`src/rtl/multibank_pkg.sv`:
```
// Shared types for the 4-bank read-return path: bank select and the
// in-flight read tag that travels down the latency pipeline.
package multibank_pkg;

  localparam int NUM_BANKS      = 4;
  localparam int BANK_SEL_WIDTH = 2;

  typedef logic [BANK_SEL_WIDTH-1:0] bank_sel_t;

  typedef struct packed {
    logic      valid;
    bank_sel_t sel;
  } tag_t;

endpackage

```
`src/rtl/multibank_resp_fifo.sv`:
```
// Show-ahead response FIFO: the head entry is visible on o_rdata whenever
// the FIFO is non-empty and reads as zero when empty.
module multibank_resp_fifo #(
  parameter int DATA_WIDTH = 8,
  parameter int DEPTH      = 4
) (
  input  logic                       i_clk,
  input  logic                       i_rst,
  input  logic                       i_push,
  input  logic [DATA_WIDTH-1:0]      i_wdata,
  input  logic                       i_pop,
  output logic [DATA_WIDTH-1:0]      o_rdata,
  output logic                       o_full,
  output logic                       o_empty,
  output logic [$clog2(DEPTH):0]     o_count
);

  localparam int PW = $clog2(DEPTH);
  localparam int CW = PW + 1;
  localparam logic [PW-1:0] PTR_ONE = 1;
  localparam logic [CW-1:0] CNT_ONE = 1;
  localparam logic [CW-1:0] CNT_MAX = CW'(DEPTH);

  logic [DATA_WIDTH-1:0] mem_q [DEPTH];
  logic [PW-1:0]         wr_ptr_q, wr_ptr_d;
  logic [PW-1:0]         rd_ptr_q, rd_ptr_d;
  logic [CW-1:0]         count_q, count_d;
  logic                  push_ok, pop_ok;

  assign o_full  = (count_q == CNT_MAX);
  assign o_empty = (count_q == '0);
  assign o_count = count_q;
  assign o_rdata = o_empty ? '0 : mem_q[rd_ptr_q];

  // Guards keep pointers coherent even if a caller misbehaves.
  assign push_ok = i_push && !o_full;
  assign pop_ok  = i_pop && !o_empty;

  always_comb begin
    wr_ptr_d = wr_ptr_q;
    rd_ptr_d = rd_ptr_q;
    count_d  = count_q;
    if (push_ok) wr_ptr_d = wr_ptr_q + PTR_ONE;
    if (pop_ok)  rd_ptr_d = rd_ptr_q + PTR_ONE;
    case ({push_ok, pop_ok})
      2'b10:   count_d = count_q + CNT_ONE;
      2'b01:   count_d = count_q - CNT_ONE;
      default: count_d = count_q;
    endcase
  end

  always_ff @(posedge i_clk or posedge i_rst) begin
    if (i_rst) begin
      wr_ptr_q <= '0;
      rd_ptr_q <= '0;
      count_q  <= '0;
    end else begin
      wr_ptr_q <= wr_ptr_d;
      rd_ptr_q <= rd_ptr_d;
      count_q  <= count_d;
    end
  end

  always_ff @(posedge i_clk) begin
    if (push_ok) mem_q[wr_ptr_q] <= i_wdata;
  end

endmodule

```
`src/rtl/multibank_read_return.sv`:
```
// Delays each issued read's bank select by the bank latency, captures the
// returning bank word into the response FIFO, and throttles issue by credits.
module multibank_read_return
  import multibank_pkg::*;
#(
  parameter int DATA_WIDTH = 8,
  parameter int ADDR_WIDTH = 4,
  parameter int RD_LATENCY = 1,
  parameter int DEPTH      = 4
) (
  input  logic                    i_clk,
  input  logic                    i_rst,
  input  logic                    i_rd_en,
  input  logic [1:0]              i_sel,
  output logic                    o_rd_ready,
  input  logic [DATA_WIDTH-1:0]   i_bank_rdata0,
  input  logic [DATA_WIDTH-1:0]   i_bank_rdata1,
  input  logic [DATA_WIDTH-1:0]   i_bank_rdata2,
  input  logic [DATA_WIDTH-1:0]   i_bank_rdata3,
  output logic                    o_rvalid,
  output logic [DATA_WIDTH-1:0]   o_rdata,
  input  logic                    i_rready,
  output logic [$clog2(DEPTH):0]  o_count
);

  localparam int CW = $clog2(DEPTH) + 1;
  localparam logic [CW-1:0] CRD_ONE = 1;
  localparam logic [CW-1:0] CRD_MAX = CW'(DEPTH);

  if (RD_LATENCY < 1 || RD_LATENCY > 4) begin : g_bad_latency
    $error("multibank_read_return: RD_LATENCY must be 1..4");
  end
  if (ADDR_WIDTH < BANK_SEL_WIDTH) begin : g_bad_addr
    $error("multibank_read_return: ADDR_WIDTH too small for bank select");
  end

  logic [DATA_WIDTH-1:0] bank_rdata [NUM_BANKS];
  tag_t                  tag_q [RD_LATENCY];
  tag_t                  tag_d [RD_LATENCY];
  tag_t                  tag_last;
  logic [CW-1:0]         credits_q, credits_d;
  logic                  accept, pop, push;
  logic                  fifo_full, fifo_empty;

  assign bank_rdata[0] = i_bank_rdata0;
  assign bank_rdata[1] = i_bank_rdata1;
  assign bank_rdata[2] = i_bank_rdata2;
  assign bank_rdata[3] = i_bank_rdata3;

  // Ready comes only from the credit register so it never depends on i_rready.
  assign o_rd_ready = (credits_q < CRD_MAX);
  assign accept     = i_rd_en && o_rd_ready;
  assign o_rvalid   = !fifo_empty;
  assign pop        = o_rvalid && i_rready;

  for (genvar gi = 0; gi < RD_LATENCY; gi++) begin : g_tag
    if (gi == 0) begin : g_head
      assign tag_d[gi] = accept ? tag_t'{valid: 1'b1, sel: bank_sel_t'(i_sel)} : tag_t'('0);
    end else begin : g_shift
      assign tag_d[gi] = tag_q[gi-1];
    end
  end

  always_ff @(posedge i_clk or posedge i_rst) begin
    if (i_rst) begin
      for (int i = 0; i < RD_LATENCY; i++) tag_q[i] <= '0;
    end else begin
      for (int i = 0; i < RD_LATENCY; i++) tag_q[i] <= tag_d[i];
    end
  end

  assign tag_last = tag_q[RD_LATENCY-1];
  assign push     = tag_last.valid;

  always_comb begin
    credits_d = credits_q;
    case ({accept, pop})
      2'b10:   credits_d = credits_q + CRD_ONE;
      2'b01:   credits_d = credits_q - CRD_ONE;
      default: credits_d = credits_q;
    endcase
  end

  always_ff @(posedge i_clk or posedge i_rst) begin
    if (i_rst) credits_q <= '0;
    else       credits_q <= credits_d;
  end

  multibank_resp_fifo #(
    .DATA_WIDTH (DATA_WIDTH),
    .DEPTH      (DEPTH)
  ) u_fifo (
    .i_clk   (i_clk),
    .i_rst   (i_rst),
    .i_push  (push),
    .i_wdata (bank_rdata[tag_last.sel]),
    .i_pop   (pop),
    .o_rdata (o_rdata),
    .o_full  (fifo_full),
    .o_empty (fifo_empty),
    .o_count (o_count)
  );

endmodule

```
`config.mk`:
```
export PLATFORM = sky130hd
export DESIGN_NAME = multibank_read_return
export DESIGN_NICKNAME = d
export VERILOG_FILES = /design/src/rtl/multibank_pkg.sv /design/src/rtl/multibank_resp_fifo.sv /design/src/rtl/multibank_read_return.sv
export SDC_FILE = /design/constraint.sdc
export NUM_CORES = 1
export LEC_CHECK = 0
export CELL_PAD_IN_SITES_DETAIL_PLACEMENT = 1
export CELL_PAD_IN_SITES_GLOBAL_PLACEMENT = 2
export CORE_UTILIZATION = 39
export DETAILED_ROUTE_END_ITERATION = 8
export DONT_BUFFER_PORTS = 1
export PLACE_DENSITY = 0.7
export SLEW_MARGIN = 20
export SYNTH_ARGS = -nofsm -noshare
export SYNTH_HDL_FRONTEND = slang
export SYNTH_HIERARCHICAL = 1
export SYNTH_SLANG_ARGS = --single-unit
export TNS_END_PERCENT = 5
```
`constraint.sdc`:
```
create_clock -name i_clk -period 2.3 [get_ports i_clk]
set_clock_uncertainty 0.15 [all_clocks]
set_input_delay 0.575 -clock i_clk [delete_from_list [all_inputs] [get_ports i_clk]]
set_output_delay 0.575 -clock i_clk [all_outputs]
set_load 0.02 [all_outputs]
```
### Word level (Yosys, flattened, before mapping)

Memories as Yosys holds them, arrays and structs flattened.
Cells that the tools add are included.

| word-level totals | value |
|---|---|
| register bits after elaboration | 13 |
| bits in writable memories | 32 |
| bits of input ports | 38 |
| memories | 1 |

Memory list:

| memory | words | width | rd ports | clocked after memory_dff | wr ports | RTL line | RTL |
|---|---|---|---|---|---|---|---|
| u_fifo.mem_q | 4 | 8 | 1 | 0 | 1 | multibank_resp_fifo.sv:24 | `logic [DATA_WIDTH-1:0] mem_q [DEPTH];` |

| cells by class | value |
|---|---|
| add/sub/neg operators | 6 |
| $lt $le $gt $ge | 2 |
| equality and inequality tests | 5 |
| muxes and demuxes | 9 |
| bitwise operators | 1 |
| reduce and logical (&&, ||, !) cells | 9 |

Operators with widths:

| operator | count |
|---|---|
| $mux W8 | 3 |
| $bmux W8 S2 | 1 |
| $pmux W3 S2 | 2 |
| $add A3 B1 Y3 const B | 2 |
| $sub A3 B1 Y3 const B | 2 |
| $add A2 B1 Y2 const B | 2 |
| $eq A2 B1 Y1 const B | 2 |
| $eq A2 B2 Y1 const B | 2 |
| $logic_and A1 B1 Y1 | 4 |
| $reduce_bool A2 Y1 | 2 |
| $eq A3 B3 Y1 const B | 1 |
| $ge A3 B3 Y1 const B | 1 |
| $logic_not A3 Y1 | 1 |
| $lt A3 B3 Y1 const B | 1 |
| $mux W3 | 1 |
| $not A2 Y3 | 1 |
| $logic_not A1 Y1 | 2 |
| $mux W1 | 2 |

### Depth between registers and ports, before layout

Gate-level depths: netlist of the first run.

| depth | value |
|---|---|
| word-level depth | 6 |
| depth in mapped cells | 11 |
| depth with buffers taken out | 10 |

### By module

Netlist of the first run, hierarchy kept.

By module, submodules not included:

| module | instances | cells an instance | area each (µm²) | sequential area each (µm²) |
|---|---|---|---|---|
| multibank_resp_fifo | 1 | 90 | 1660.3 | 1136.1 |
| multibank_read_return | 1 | 34 | 470.5 | 150.1 |

### Worst setup path after synthesis of the first run

Ideal clock, no wire load.

| path | value |
|---|---|
| path kind | register to register |
| start | register u_fifo.count_q[0], in the netlist u_fifo/o_count[0] |
| end | register u_fifo.count_q[2], in the netlist u_fifo/o_count[2] |
| arrival time | 2169 ps |
| required time | 2070 ps |
| slack | -99 ps |
| cell stages (with the launch flop) | 12 |
| buffers on the path | 1 |
| clock period less this slack | 2399 ps |
| cell sequence | dfrtp_1 > or3_4 > buf_6 > inv_1 > nor2b_1 > and2_4 > ha_1 > inv_1 > fa_1 > xor2_1 > nor2_1 > xor2_1 |

| on the way | value |
|---|---|
| longest elaborated chain between the ends | 6 |

RTL lines:

| element | RTL line | RTL |
|---|---|---|
| start: declaration | multibank_resp_fifo.sv:27 | `logic [CW-1:0] count_q, count_d;` |
| start signal: assignment | multibank_resp_fifo.sv:60 | `count_q <= count_d;` |
| $logic_not A3 Y1 * | multibank_resp_fifo.sv:31 | `assign o_empty = (count_q == '0);` |
| named net fifo_empty | multibank_read_return.sv:43 | `logic fifo_full, fifo_empty;` |
| $logic_not A1 Y1 * | multibank_read_return.sv:53 | `assign o_rvalid = !fifo_empty;` |
| $logic_and A1 B1 Y1 * | multibank_read_return.sv:54 | `assign pop = o_rvalid && i_rready;` |
| named net pop | multibank_read_return.sv:42 | `logic accept, pop, push;` |
| $logic_and A1 B1 Y1 * | multibank_resp_fifo.sv:37 | `assign pop_ok = i_pop && !o_empty;` |
| named net u_fifo.pop_ok | multibank_resp_fifo.sv:28 | `logic push_ok, pop_ok;` |
| $eq A2 B1 Y1 or $eq A2 B2 Y1 (tied branches) | multibank_resp_fifo.sv:45 | `case ({push_ok, pop_ok})` |
| $pmux W3 S2 or $reduce_bool A2 Y1 (tied branches) | -- |  |

The timed path passes the listed nets; every way through them passes the cells marked *.
A chain may end at the register's enable or synchronous reset.

### Final worst setup path of the first run

| path | value |
|---|---|
| start | register u_fifo.rd_ptr_q[0] |
| end | output o_rdata[6] |

| on the way | value |
|---|---|
| longest elaborated chain between the ends | 2 |

RTL lines:

| element | RTL line | RTL |
|---|---|---|
| start: declaration | multibank_resp_fifo.sv:26 | `logic [PW-1:0] rd_ptr_q, rd_ptr_d;` |
| start signal: assignment | multibank_resp_fifo.sv:59 | `rd_ptr_q <= rd_ptr_d;` |
| $mem_v2 Z4 W8 | -- |  |
| $mux W8 | multibank_resp_fifo.sv:33 | `assign o_rdata = o_empty ? '0 : mem_q[rd_ptr_q];` |
| end: declaration | multibank_read_return.sv:21 | `output logic [DATA_WIDTH-1:0] o_rdata,` |

Every way passes these cells.

==> results of run 1 <==
worst register-to-register path: stages, from the launching register on:
cell and delay (ns):
dfrtp_2 0.41, or3_4 0.45, inv_4 0.08, nor2b_2 0.05
and2_4 0.14, ha_1 0.20, inv_1 0.07, fa_1 0.41
mux2i_1 0.16
registers in the layout, summed over array words and instances, names as in the netlist:
register	flops
u_fifo/mem_q	32
credits_q	3
u_fifo/o_count	3
tag_last	2
u_fifo/rd_ptr_q	2
u_fifo/wr_ptr_q	2
push	1
layer usage:
| layer | up-vias | global-route usage |
|---|---|---|
| li1 | 465 | - |
| met1 | 526 | 0.1732 |
| met2 | 48 | 0.2409 |
| met3 | 7 | 0.04217 |
| met4 | 0 | 0.06923 |
| met5 | - | 0 |
power by group through the flow:
stage | registers [mW] | logic, mW | clock network [mW]
global route | 1.26 | 1.50 | 0.746
finish | 1.23 | 1.38 | 0.703
detailed placement | 1.25 | 1.26 | 0
floorplan | 1.23 | 1.01 | 0
CTS | 1.24 | 1.32 | 0.722
global placement | 1.23 | 1.22 | 0
cell usage in the layout, fill, tap and decap left out, drive strengths merged:
| cell type | count |
|---|---|
| and2 | 15 |
| buf | 9 |
| or3 | 1 |
| fa | 2 |
| nor2b | 3 |
| clkbuf | 5 |
| nand3 | 1 |
| xnor2 | 5 |
| dlygate4sd3 | 1 |
| ha | 6 |
| edfxtp | 32 |
| nor2 | 2 |
| mux4 | 16 |
| mux2 | 1 |
| bufinv | 2 |
| inv | 16 |
| dfrtp | 13 |
| xor2 | 4 |
| mux2i | 2 |
| nor3b | 1 |
per-stage QoR:
| step | util | worst slack [ns] | TNS, ns | area [sq um] |
|---|---|---|---|---|
| floorplan | - | 0.02646 | 0 | 2137 |
| global route | 0.4702 | -0.01837 | -0.02710 | 2432 |
| CTS | 0.4647 | -0.02004 | -0.03145 | 2404 |
| global placement | 0.4332 | 0.1707 | 0 | 2241 |
| finish | 0.4702 | 0.03642 | 0 | 2432 |
| detailed placement | 0.4332 | 0.07747 | 0 | 2241 |
layout make-up:
class,instances,area share
clock buffers,5,0.02829
inverters,15,0.02418
well taps,70,0.03601
flip-flops and latches,45,0.5304
multi-input cells,59,0.3179
repair buffers,10,0.03498
clock inverters,3,0.02829
cells by family after synthesis:
group | count (synthesis) | synth area share
and+or+nand+nor | 23 | 0.07457
adders and majority gates | 8 | 0.05402
buffers and inverters | 20 | 0.04697
muxes | 19 | 0.1838
DFF | 45 | 0.6036
xor gates and xnor gates | 9 | 0.03699
timing repair:
item                       in CTS  in global routing
setup endpoints to repair       7                 12
buffers inserted                0                  1
resized for setup               8                 13
pin swaps                       1                  6
hold endpoints to repair       13                  0
hold buffers                    1                  0
worst max-delay path by stage:
stage                                   from           endpoint  slack [ns]  cells after the start
after floorplan            u_fifo/o_count[0]  u_fifo/o_count[2]        0.03                     11
after global placement     u_fifo/o_count[0]  u_fifo/o_count[1]        0.17                      8
after detailed placement   u_fifo/o_count[0]  u_fifo/o_count[2]        0.08                     10
after CTS                 u_fifo/rd_ptr_q[0]         o_rdata[0]       -0.02                      3
after global routing      u_fifo/rd_ptr_q[0]         o_rdata[6]       -0.02                      3
final                     u_fifo/rd_ptr_q[0]         o_rdata[6]        0.04                      3
==> results_dict.tcl, run 1 <==
set metrics [dict create \
    firstDrtPassIters 4 \
    grt_overflow_total 0 \
    ys_types 20 \
    register_area_sq_um 1290 \
    worstHoldStart "i_sel[0]" \
    cp-end-kind "output pin" \
    wl_per_cell_um 18.01 \
    track_usage 0.1449 \
    yosysTopAreaCellShare 0.4510 \
    synthTopCellsByArea "edfxtp_1 (45%), mux4_2 (17%), dfrtp_1 (15%)" \
    worstMarginPinSlew_ns 0.4605 \
    dp_cells 197 \
    synthTopCellsByCount "edfxtp_1 (32), mux4_2 (16), inv_1 (15)" \
    cts.clk_slew.worst_paths_ns 0.08 \
    reg2reg_slack_ns 0.10 \
    fin_crit_sh 0.9842 \
    clockBufferDepth 2 \
    core_area_sq_um 5172 \
    cp-start-kind "flop" \
    layout-drive-gt1-share 0.3796 \
    min_path_cells 1 \
    p_seq_frac 0.372 \
    synth_top_cell_by_area "edfxtp_1" \
    max_cap_viol_count 0 \
    final_antenna_net_count 0 \
    antenna_found_initial 0 \
    vias 1046 \
    fmax_mhz 441.8 \
    fp.dieH_um 75.92 \
    clock_latency_ns 0.30 \
    power_mw 3.311 \
    cts_tree "yes" \
    worstPathRequired_ns 1.57 \
    crit_path_top_delay_cell "mux4_2" \
    cp_cell_sequence "buf_6, mux4_2, and2_4" \
    combPwrFrac 0.416 \
    gp_congestion 0.6766 \
    grt_pass1_vias 1232 \
    cts_made_buffers 5 \
    area_growth_pct 14.15 \
    cts-htree-levels 2 \
    reg2reg_depth 8 \
    drtIter0Drc 60 \
    syn-cell-area_sq_um 2131 \
    highest_layer "met4" \
    power_density_nw_per_um2 1361 \
    final.min_clock_period_ns 2.264 \
    die_w_um 75.92 \
    status "finished, final reports clean" \
    crit_type "reg -> out" \
    synthArstFlopShare 0.2889 \
    multi_input_area_sq_um 773.2 \
    path_max_fanout 5 \
    m1WireLength_um 1584 \
    p_int_mw 2.210 \
    drv_slew 0 \
    start_util 0.4119 \
    max_stage_delay_ns 0.52 \
    diodes 0 \
    wl_um 3729 \
    yosysWarnings 6 \
    rr_endpoint "u_fifo/o_count[1]" \
    dieArea_sq_um 5763 \
    p_leak_nw 0.9127 \
    grt_pass1_wl_um 6154 \
    wl_met3_um 226 \
    p_switching_mw 1.101 \
    pwr-share-clk 0.212 \
    p_sw_frac 0.3326 \
    arrival_ns 1.54 \
    drc 0 \
    cts.sinks 45 \
    boundaryPins 51 \
    slew_headroom 0.6930 \
    synth_cells 124 \
    stdcell_count 207 \
    syn_area_per_cell_sq_um 17.18 \
    syn_nets 170 \
    viasPerCell 5.053 \
    synth_top_flop_cell "edfxtp_1" \
    synth-seq-cells 45 \
    hold_class "in -> reg" \
    synth_edf_count 32 \
    yosysMostFrequentCell "edfxtp_1" \
    io_buffers 0 \
    holdPathEnd "tag_last[0]" \
    path_delay_family "multiplexers" \
    grt_max_degree 16 \
    fillers 490 \
    nets 182 \
    cts-root-buf "clkbuf_8" \
    whs_ns 0.2515 \
    rsz0062_at_grt "true" \
    rows 26 \
    path_buf_inv 1 \
    synth-seq-area-share 0.6036 \
    ir_drop_mv 0.4755 \
    wl_met2_um 1855 \
    hold_viol 0 \
    finalSetupViolCount 0 \
    timing.rr.start "u_fifo/o_count[0]" \
    dp_hpwl_um 2863 \
]
Note: power is estimated with default switching activity, not from simulation.
==> run 2: changes to the inputs <==
--- a/config.mk
+++ b/config.mk
@@ -10,6 +10,7 @@
 export CORE_UTILIZATION = 39
 export DETAILED_ROUTE_END_ITERATION = 8
 export DONT_BUFFER_PORTS = 1
+export GPL_TIMING_DRIVEN = 0
 export PLACE_DENSITY = 0.7
 export SLEW_MARGIN = 20
 export SYNTH_ARGS = -nofsm -noshare
==> results_dict.tcl, run 2 (same netlist as run 1, synthesis figures left out) <==
set metrics [dict create \
    rsz0062_at_grt "true" \
    path_max_fanout 5 \
    violations "setup timing" \
    crit_path_top_delay_cell "dfrtp_2" \
    final.min_clock_period_ns 2.309 \
    cp-end-kind "flop" \
    grt_pass1_vias 1216 \
    m1WireLength_um 1609 \
    stdcell_count 210 \
    diodes 0 \
    drc 0 \
    clock_latency_ns 0.29 \
    cts.sinks 45 \
    io_buffers 0 \
    fin_crit_sh 1.004 \
    track_usage 0.1517 \
    setup_ws_ns -0.009014 \
    grt_max_degree 14 \
    final_antenna_net_count 0 \
    status "finished, violations left" \
    path_delay_family "simple AND/OR/NAND/NOR gates" \
    cts_tree "yes" \
    slew_headroom 0.6965 \
    ir_drop_mv 0.4387 \
    cp_common_cell "xor2_1" \
    nets 185 \
    drtIter0Drc 94 \
    whs_ns 0.2693 \
    dp_cells 194 \
    viasPerCell 5.038 \
    cp-start-kind "flop" \
    die_w_um 75.92 \
    gp_congestion 0.7031 \
    arrival_ns 2.33 \
    cts.clk_slew.worst_paths_ns 0.07 \
    cp_cell_sequence "or3_4, buf_6, inv_4, nor2b_4, and2_4, ha_4, inv_2, fa_2, xor2_1, nor2_1, xor2_1" \
    finalSetupViolCount 2 \
    dp_hpwl_um 2794 \
    final_cell_mix "edfxtp_1 (32), mux4_2 (16), inv_1 (13), and2_1 (9), dfrtp_1 (9)" \
    largest_reg_flops 32 \
    crit_type "reg -> reg" \
    drv_slew 0 \
    cts_made_buffers 5 \
    vias 1058 \
    fp.dieH_um 75.92 \
    rows 26 \
    power_density_nw_per_um2 1291 \
    grt_pass1_wl_um 6375 \
    place_ws_ns -0.2166 \
    wl_met2_um 1887 \
    wl_per_cell_um 18.06 \
    firstDrtPassIters 4 \
    p_leak_nw 0.9085 \
    grt_overflow_total 0 \
    worstPathRequired_ns 2.32 \
    fmax_mhz 433.1 \
    cts-root-buf "clkbuf_8" \
    antenna_found_initial 0 \
    hold_viol 0 \
    clockBufferDepth 2 \
    layout-drive-gt1-share 0.4000 \
    dieArea_sq_um 5763 \
    fillers 495 \
    wl_um 3792 \
    cts-htree-levels 2 \
    core_area_sq_um 5172 \
    power_mw 3.167 \
    top_register "u_fifo/mem_q" \
    mostFrequentLayoutCell "edfxtp_1" \
    max_cap_viol_count 0 \
    max_stage_delay_ns 0.47 \
    wl_met3_um 224 \
    worstMarginPinSlew_ns 0.4553 \
    area_growth_pct 15.09 \
    start_util 0.4119 \
    path_buf_inv 3 \
    hold_class "in -> reg" \
    highest_layer "met4" \
    boundaryPins 51 \
]
run 2: worst paths after layout:
check	from	slack, ns	to	cells after the start
max	u_fifo/o_count[2]	-0.009	u_fifo/o_count[2]	11
min reg2reg	credits_q[0]	0.32	credits_q[0]	1
max in group asynchronous	i_rst	1.20	u_fifo/rd_ptr_q[0]	2
min	i_sel[0]	0.27	tag_last[0]	1
min in group asynchronous	i_rst	0.51	credits_q[0]	2
max reg2reg	u_fifo/o_count[2]	-0.009	u_fifo/o_count[2]	11
run 2: repair_timing:
item / 4_1_cts / 5_1_grt
pin swaps: 6 / 10
buffers inserted: 4 / 1
endpoints found under the hold margin: 13 / 0
endpoints found under the setup margin: 11 / 12
gates resized for setup: 21 / 1
gates cloned: 2 / 0
hold buffers: 1 / 0
run 2: final cells by class:
class	instances	area, sq um	share of cell area
plain buffers	5	47.55	0.01939
clock buffers	6	72.57	0.02959
clock inverters	2	10.01	0.004082
inverters	15	58.81	0.02398
multi-input cells	59	792.0	0.3230
flip-flops and latches	45	1291	0.5265
well taps	70	87.58	0.03571
repair buffers	8	92.59	0.03776
run 2: through the flow:
| step | instance area (sq um) | setup TNS [ns] | util |
|---|---|---|---|
| finish | 2452 | -0.009456 | 0.4741 |
| detailed placement | 2225 | -0.3732 | 0.4301 |
| global placement | 2225 | -0.2378 | 0.4301 |
| CTS | 2435 | -0.2630 | 0.4707 |
| floorplan | 2137 | 0 | - |
| global route | 2452 | -0.6148 | 0.4741 |
run 2: layer usage:
| metal | vias up | GRT usage |
|---|---|---|
| li1 | 475 | - |
| met1 | 531 | 0.1860 |
| met2 | 45 | 0.2527 |
| met3 | 7 | 0.03855 |
| met4 | 0 | 0.06923 |
| met5 | - | 0 |
run 2: worst register-to-register path: stages, from the launching register on:
cell     delay, ns
dfrtp_2       0.47
or3_4         0.43
buf_6         0.15
inv_4         0.06
nor2b_4       0.03
and2_4        0.14
ha_4          0.16
inv_2         0.05
fa_2          0.18
xor2_1        0.16
nor2_1        0.07
xor2_1        0.14
run 2: power by group:
group	switching [mW]	internal, mW
clock network	0.243	0.210
logic	0.730	0.737
registers	0.140	1.11
total	1.11	2.05
==> patch 1, RTL diff (flow settings as in run 1) <==
Set the parameter `RD_LATENCY` to 2 (it was 1).
--- a/src/rtl/multibank_read_return.sv
+++ b/src/rtl/multibank_read_return.sv
@@ -6,5 +6,5 @@
   parameter int DATA_WIDTH = 8,
   parameter int ADDR_WIDTH = 4,
-  parameter int RD_LATENCY = 1,
+  parameter int RD_LATENCY = 2,
   parameter int DEPTH      = 4
 ) (
Function: changed (Yosys sat finds a counterexample within 4 cycles, from zero or initial values and one cycle with i_rst high).
==> patch 1 against run 1 <==
- sequential cell count grew 3
- highest routed layer unchanged
- power shrank 3.0%
- core utilization shrank 2.2 points
- worst setup slack gained 0.0016 ns
- wire length grew 7.6%
- synthesized area grew 3.5%
- combinational power shrank 5%
- largest cell class unchanged
- sequential power grew 7%
- hold slack lost 0.050 ns
- critical path depth is the same
- sequential share of layout area grew 2.6 points
- first-iteration DRC count shrank 35%
- cell area grew 0.93%
==> patch 1: results (changes against run 1) <==
Run status
The flow ran to the end, and the final reports show no timing, DRC or antenna violations.

Clock network
The post-cts gate resize count is 4 (-4). The post-CTS setup-driven buffer insertion count came to 1 (+1).

Power and ir drop
The leakage power of the design is 0.922 nW (+1.0%). The relative contribution of the clock network to total power is 18.1% (-3.1 points). The power in sequential cells is 1.32 mW (+7%). The largest share of the power goes to sequential cells. The total net switching power was 1.07 mW (-2.6%).

The maximum resistive drop on vdd is 439 uV (-7.7%). The total chip power is 3.21 mW (-3.0%).

Setup path
The critical-path maximum fanout is 8 (+3).

Yosys
The mean post-synth cell area is 17.4 sq um (+1.1%). The post-synthesis adder-cell area fraction is 5.22% (-0.18 points). The fraction of registers with async set/reset is 33.3% (+4.4 points). Yosys attributes the largest share of cell area to sky130_fd_sc_hd__edfxtp_1 44%, sky130_fd_sc_hd__dfrtp_1 18%, sky130_fd_sc_hd__mux4_2 16%.

The post-synthesis xor/xnor area fraction was 3.57% (-0.13 points). The multiplexer share of the synthesized area is 17.8% (-0.63 points). The area fraction in compound gates after synthesis is 0% (unchanged). The number of nets in the synthesized netlist is 173 (+1.8%).

Final layout
The number of fillers in the final layout was 553 (+13%). The number of clock-tree buffers in the layout was 7 (+2). The share of final-layout standard cells stronger than drive strength 1 is 34.3% (-3.6 points).

The fraction of standard cell area that is sequential is 55.6% (+2.6 points). The area of combinational cells with multiple inputs was 769 sq um (-0.49%). The number of non-clock buffers is 7 (-3). The final cell count without fillers is 209 (+0.97%). The register area is 1370 sq um (+5.8%). The buffering overhead is 2.75% (-0.75 points).

The portion of the layout cell area used by clock cells is 4.33% (-1.3 points).

Hold path
The class of the most critical hold timing path is reg -> reg.

GRT
The wire length of the first global-routing pass was 6.64 mm (+7.8%). The global router's overall resource usage is 15.2% (+0.75 points). The maximum number of pins on one net before global-route repair came to 15 (-1).

The number of global-route vias before repair was 1210 (-1.8%).

Place
The minimum setup slack after placement came to 0.0842 ns (+0.00678 ns). The final estimated routing congestion in global placement is 0.765 (+13%). The standard cell area after detailed placement came to 2310 sq um (+3.0%). The number of placed instances, taps included is 199 (+1.0%). The post-detailed-placement half-perimeter wirelength is 3.16 mm (+11%).

Drt
The DRC marker count from the first detailed-route iteration was 39 (-35%). The iteration count of the initial detailed-routing pass is 4 (unchanged). The ratio of routed vias to standard cells is 5.04 (-0.29%). The final routed wirelength across all metal layers is 4.01 mm (+7.6%).

Floorplan
The total die area is 5960 sq um (+3.4%).

STA
The slew of the pin with the lowest slew margin is 0.457 ns (-0.00332 ns).
[patch 1: worst paths after layout]
| check | startpoint | endpoint | slack [ns] | cells after the start |
|---|---|---|---|---|
| max | u_fifo/rd_ptr_q[0]$_DFFE_PP0P_ | o_rdata[3] | 0.04 | 3 |
| min | tag_d[0]$_DFF_PP0_ | tag_last[0]$_DFF_PP0_ | 0.20 | 0 |
| max reg2reg | u_fifo/o_count[2]$_DFFE_PP0P_ | u_fifo/o_count[2]$_DFFE_PP0P_ | 0.11 | 10 |
| min reg2reg | tag_d[0]$_DFF_PP0_ | tag_last[0]$_DFF_PP0_ | 0.20 | 0 |
| max in group asynchronous | i_rst | credits_q[2]$_DFFE_PP0P_ | 1.19 | 2 |
| min in group asynchronous | i_rst | u_fifo/rd_ptr_q[0]$_DFFE_PP0P_ | 0.52 | 2 |
[patch 1: layer usage]
layer	up-vias	global-route usage, %	share of wire [%]
met5	-	0	0
met3	10	5.83	6.7
li1	470	-	-
met2	32	23.9	50
met4	0	6.23	2.4
met1	541	18.9	41
==> patch 2, RTL diff (settings of run 1) <==
Without the edit above. Put a register stage on the output `o_count`, with the module's reset. The value now appears one clock later. The other outputs are not delayed to match.
--- a/src/rtl/multibank_read_return.sv
+++ b/src/rtl/multibank_read_return.sv
@@ -27,4 +27,6 @@
   localparam logic [CW-1:0] CRD_ONE = 1;
   localparam logic [CW-1:0] CRD_MAX = CW'(DEPTH);
+
+  logic [$clog2(DEPTH):0] o_count_d;
 
   if (RD_LATENCY < 1 || RD_LATENCY > 4) begin : g_bad_latency
@@ -99,6 +101,14 @@
     .o_full  (fifo_full),
     .o_empty (fifo_empty),
-    .o_count (o_count)
+    .o_count (o_count_d)
   );
+
+  always_ff @(posedge i_clk or posedge i_rst) begin
+    if (i_rst) begin
+      o_count <= '0;
+    end else begin
+      o_count <= o_count_d;
+    end
+  end
 
 endmodule
Check against the original RTL: not equivalent (a bounded check fails within 4 cycles, from zero or initial values and one cycle with i_rst high).
==> patch 2 against run 1 <==
- power fell by 4.9%
- critical path depth unchanged
- worst setup slack worse by 0.018 ns
- final cell count rose by 2.4%
- sequential share of layout area increased by 2.8 points
- wire length up 10%
- synthesized area increased by 3.5%
- cell area grew 0.26%
- sequential power increased by 11%
- first-iteration DRC count increased by 20%
- sequential cell count increased by 3
- critical path type unchanged
- largest power group is now sequential cells
==> patch 2: results (changes against run 1) <==
Setup path
The arrival time reported for the critical path endpoint was 1.56 ns (+0.02 ns). The critical-path maximum fanout came to 8 (+3). The worst-case reg-to-reg path depth is 10 (+2).

Power and ir drop
The maximum resistive drop on vdd is 539 uV (+13%). The leakage power of the design is 0.910 nW (-0.34%).

Yosys
The yosys synthesis warning count is 6 (unchanged). By count the netlist is led by 32 x sky130_fd_sc_hd__edfxtp_1, 16 x sky130_fd_sc_hd__dfrtp_1, 16 x sky130_fd_sc_hd__mux4_2. The fraction of registers with async set/reset is 33.3% (+4.4 points). The number of nets in the synthesized netlist was 173 (+1.8%). The part of the Yosys area used for sequential elements is 61.7% (+1.3 points). The number of unique standard cell types used by synthesis is 20 (unchanged).

The number of synthesized flops with an enable pin was 32 (unchanged). In the post-synthesis netlist, the biggest area contributors are sky130_fd_sc_hd__edfxtp_1 44%, sky130_fd_sc_hd__dfrtp_1 18%, sky130_fd_sc_hd__mux4_2 16%.

Place
The final estimated routing congestion in global placement is 0.694 (+2.5%). The minimum setup slack after placement is 0.107 ns (+0.0299 ns). The post-detailed-placement half-perimeter wirelength was 3.14 mm (+9.8%).

GRT
The maximum number of pins on one net before global-route repair was 14 (-2). The number of global-route vias before repair came to 1177 (-4.5%). The global router's overall resource usage came to 15.0% (+0.48 points). The wire length of the first global-routing pass was 6.41 mm (+4.2%).

Clock network
The latest clock arrival within the worst-skew pair is 0.30 ns (about the same). The worst-case clock buffer depth is 2 (unchanged). Clock tree synthesis selected as its root buffer the cell sky130_fd_sc_hd__clkbuf_8.

Drt
The total vias in the final route is 1085 (+3.7%). The iteration count of the initial detailed-routing pass is 4 (unchanged). The final routed wirelength across all metal layers was 4.11 mm (+10%). The DRC marker count from the first detailed-route iteration was 72 (+20%).

Final layout
The share of final-layout standard cells stronger than drive strength 1 came to 31.4% (-6.5 points). The count of nets after finishing was 185 (+1.6%). The number of fillers in the final layout is 540 (+10%).

Hold path
The number of cells on the worst hold path is 1 (unchanged). The class of the most critical hold timing path is in -> reg.

STA
The headroom to the max-slew limit came to 68.7% (-0.65 points). The final number of hold-violating endpoints came to 0 (unchanged).

Run status
The run finished with clean final reports.
-- patch 2: area by class of cell --
cell class / count / share of cell area, %
Clock buffer: 7 / 3.13
Clock inverter: 1 / 0.154
Inverter: 15 / 2.31
Multi-Input combinational cell: 59 / 31.1
Sequential cell: 48 / 55.9
Tap cell: 72 / 3.69
Timing Repair Buffer: 10 / 3.69
-- patch 2: per-layer routing --
metal	wire (um)	GRT usage, %
met4	47	4.53
met3	293	5.83
met1	1700	18.4
met5	0	0
met2	2070	24.3
-- patch 2: power by group --
group | internal [mW] | leakage (nW) | switching, mW
logic | 0.642 | 0.389 | 0.674
registers | 1.18 | 0.481 | 0.186
clock network | 0.212 | 0.0399 | 0.255
total | 2.03 | 0.910 | 1.12
-- patch 2: stage by stage --
step	hold slack [ns]	power, mW	area, sq um	std cells	util (%)
finish	0.250	3.15	2440	212	44.6
global route	0.245	3.35	2440	212	44.6
CTS	0.250	3.09	2400	208	43.8
detailed placement	0.272	2.59	2290	198	41.9
global placement	0.271	2.51	2290	198	41.9
floorplan	0.228	2.31	2210	127	-
-- patch 2: timing repair --
action                                 4_1_cts  5_1_grt
setup endpoints to repair                    8       12
setup buffers                                1        4
pin swaps                                    0        3
endpoints found under the hold margin       16        0
resized for setup                            3        9
hold buffers                                 1        0
-- patch 2: path summary, 6_finish.rpt --
| path | startpoint | to | slack (ns) |
|---|---|---|---|
| worst max-delay path | u_fifo/rd_ptr_q[0]$_DFFE_PP0P_ | o_rdata[7] | 0.02 |
| worst min-delay path | i_sel[0] | tag_last[0]$_DFF_PP0_ | 0.25 |
| worst max register to register | u_fifo/o_count[1]$_DFFE_PP0P_ | u_fifo/o_count[2]$_DFFE_PP0P_ | 0.09 |
| worst min register to register | credits_q[0]$_DFFE_PP0P_ | credits_q[0]$_DFFE_PP0P_ | 0.33 |
| max in group asynchronous | i_rst | push$_DFF_PP0_ | 1.20 |
| min in group asynchronous | i_rst | u_fifo/o_count[1]$_DFFE_PP0P_ | 0.53 |
-- patch 2: kinds of logic after synthesis --
| group | Yosys count | synth area share (%) |
|---|---|---|
| XOR/XNOR | 9 | 3.57 |
| adder cells (fa/ha/maj) | 8 | 5.22 |
| buffers and inverters | 20 | 4.54 |
| flip-flops | 48 | 61.7 |
| multiplexers | 19 | 17.8 |
| AND/OR/NAND/NOR | 23 | 7.20 |
-- patch 2: worst max-delay path, cell delays in order, from the launching register on --
cell and delay (ns):
sky130_fd_sc_hd__dfrtp_2 0.39, sky130_fd_sc_hd__buf_12 0.14, sky130_fd_sc_hd__mux4_2 0.49, sky130_fd_sc_hd__and2_1 0.24
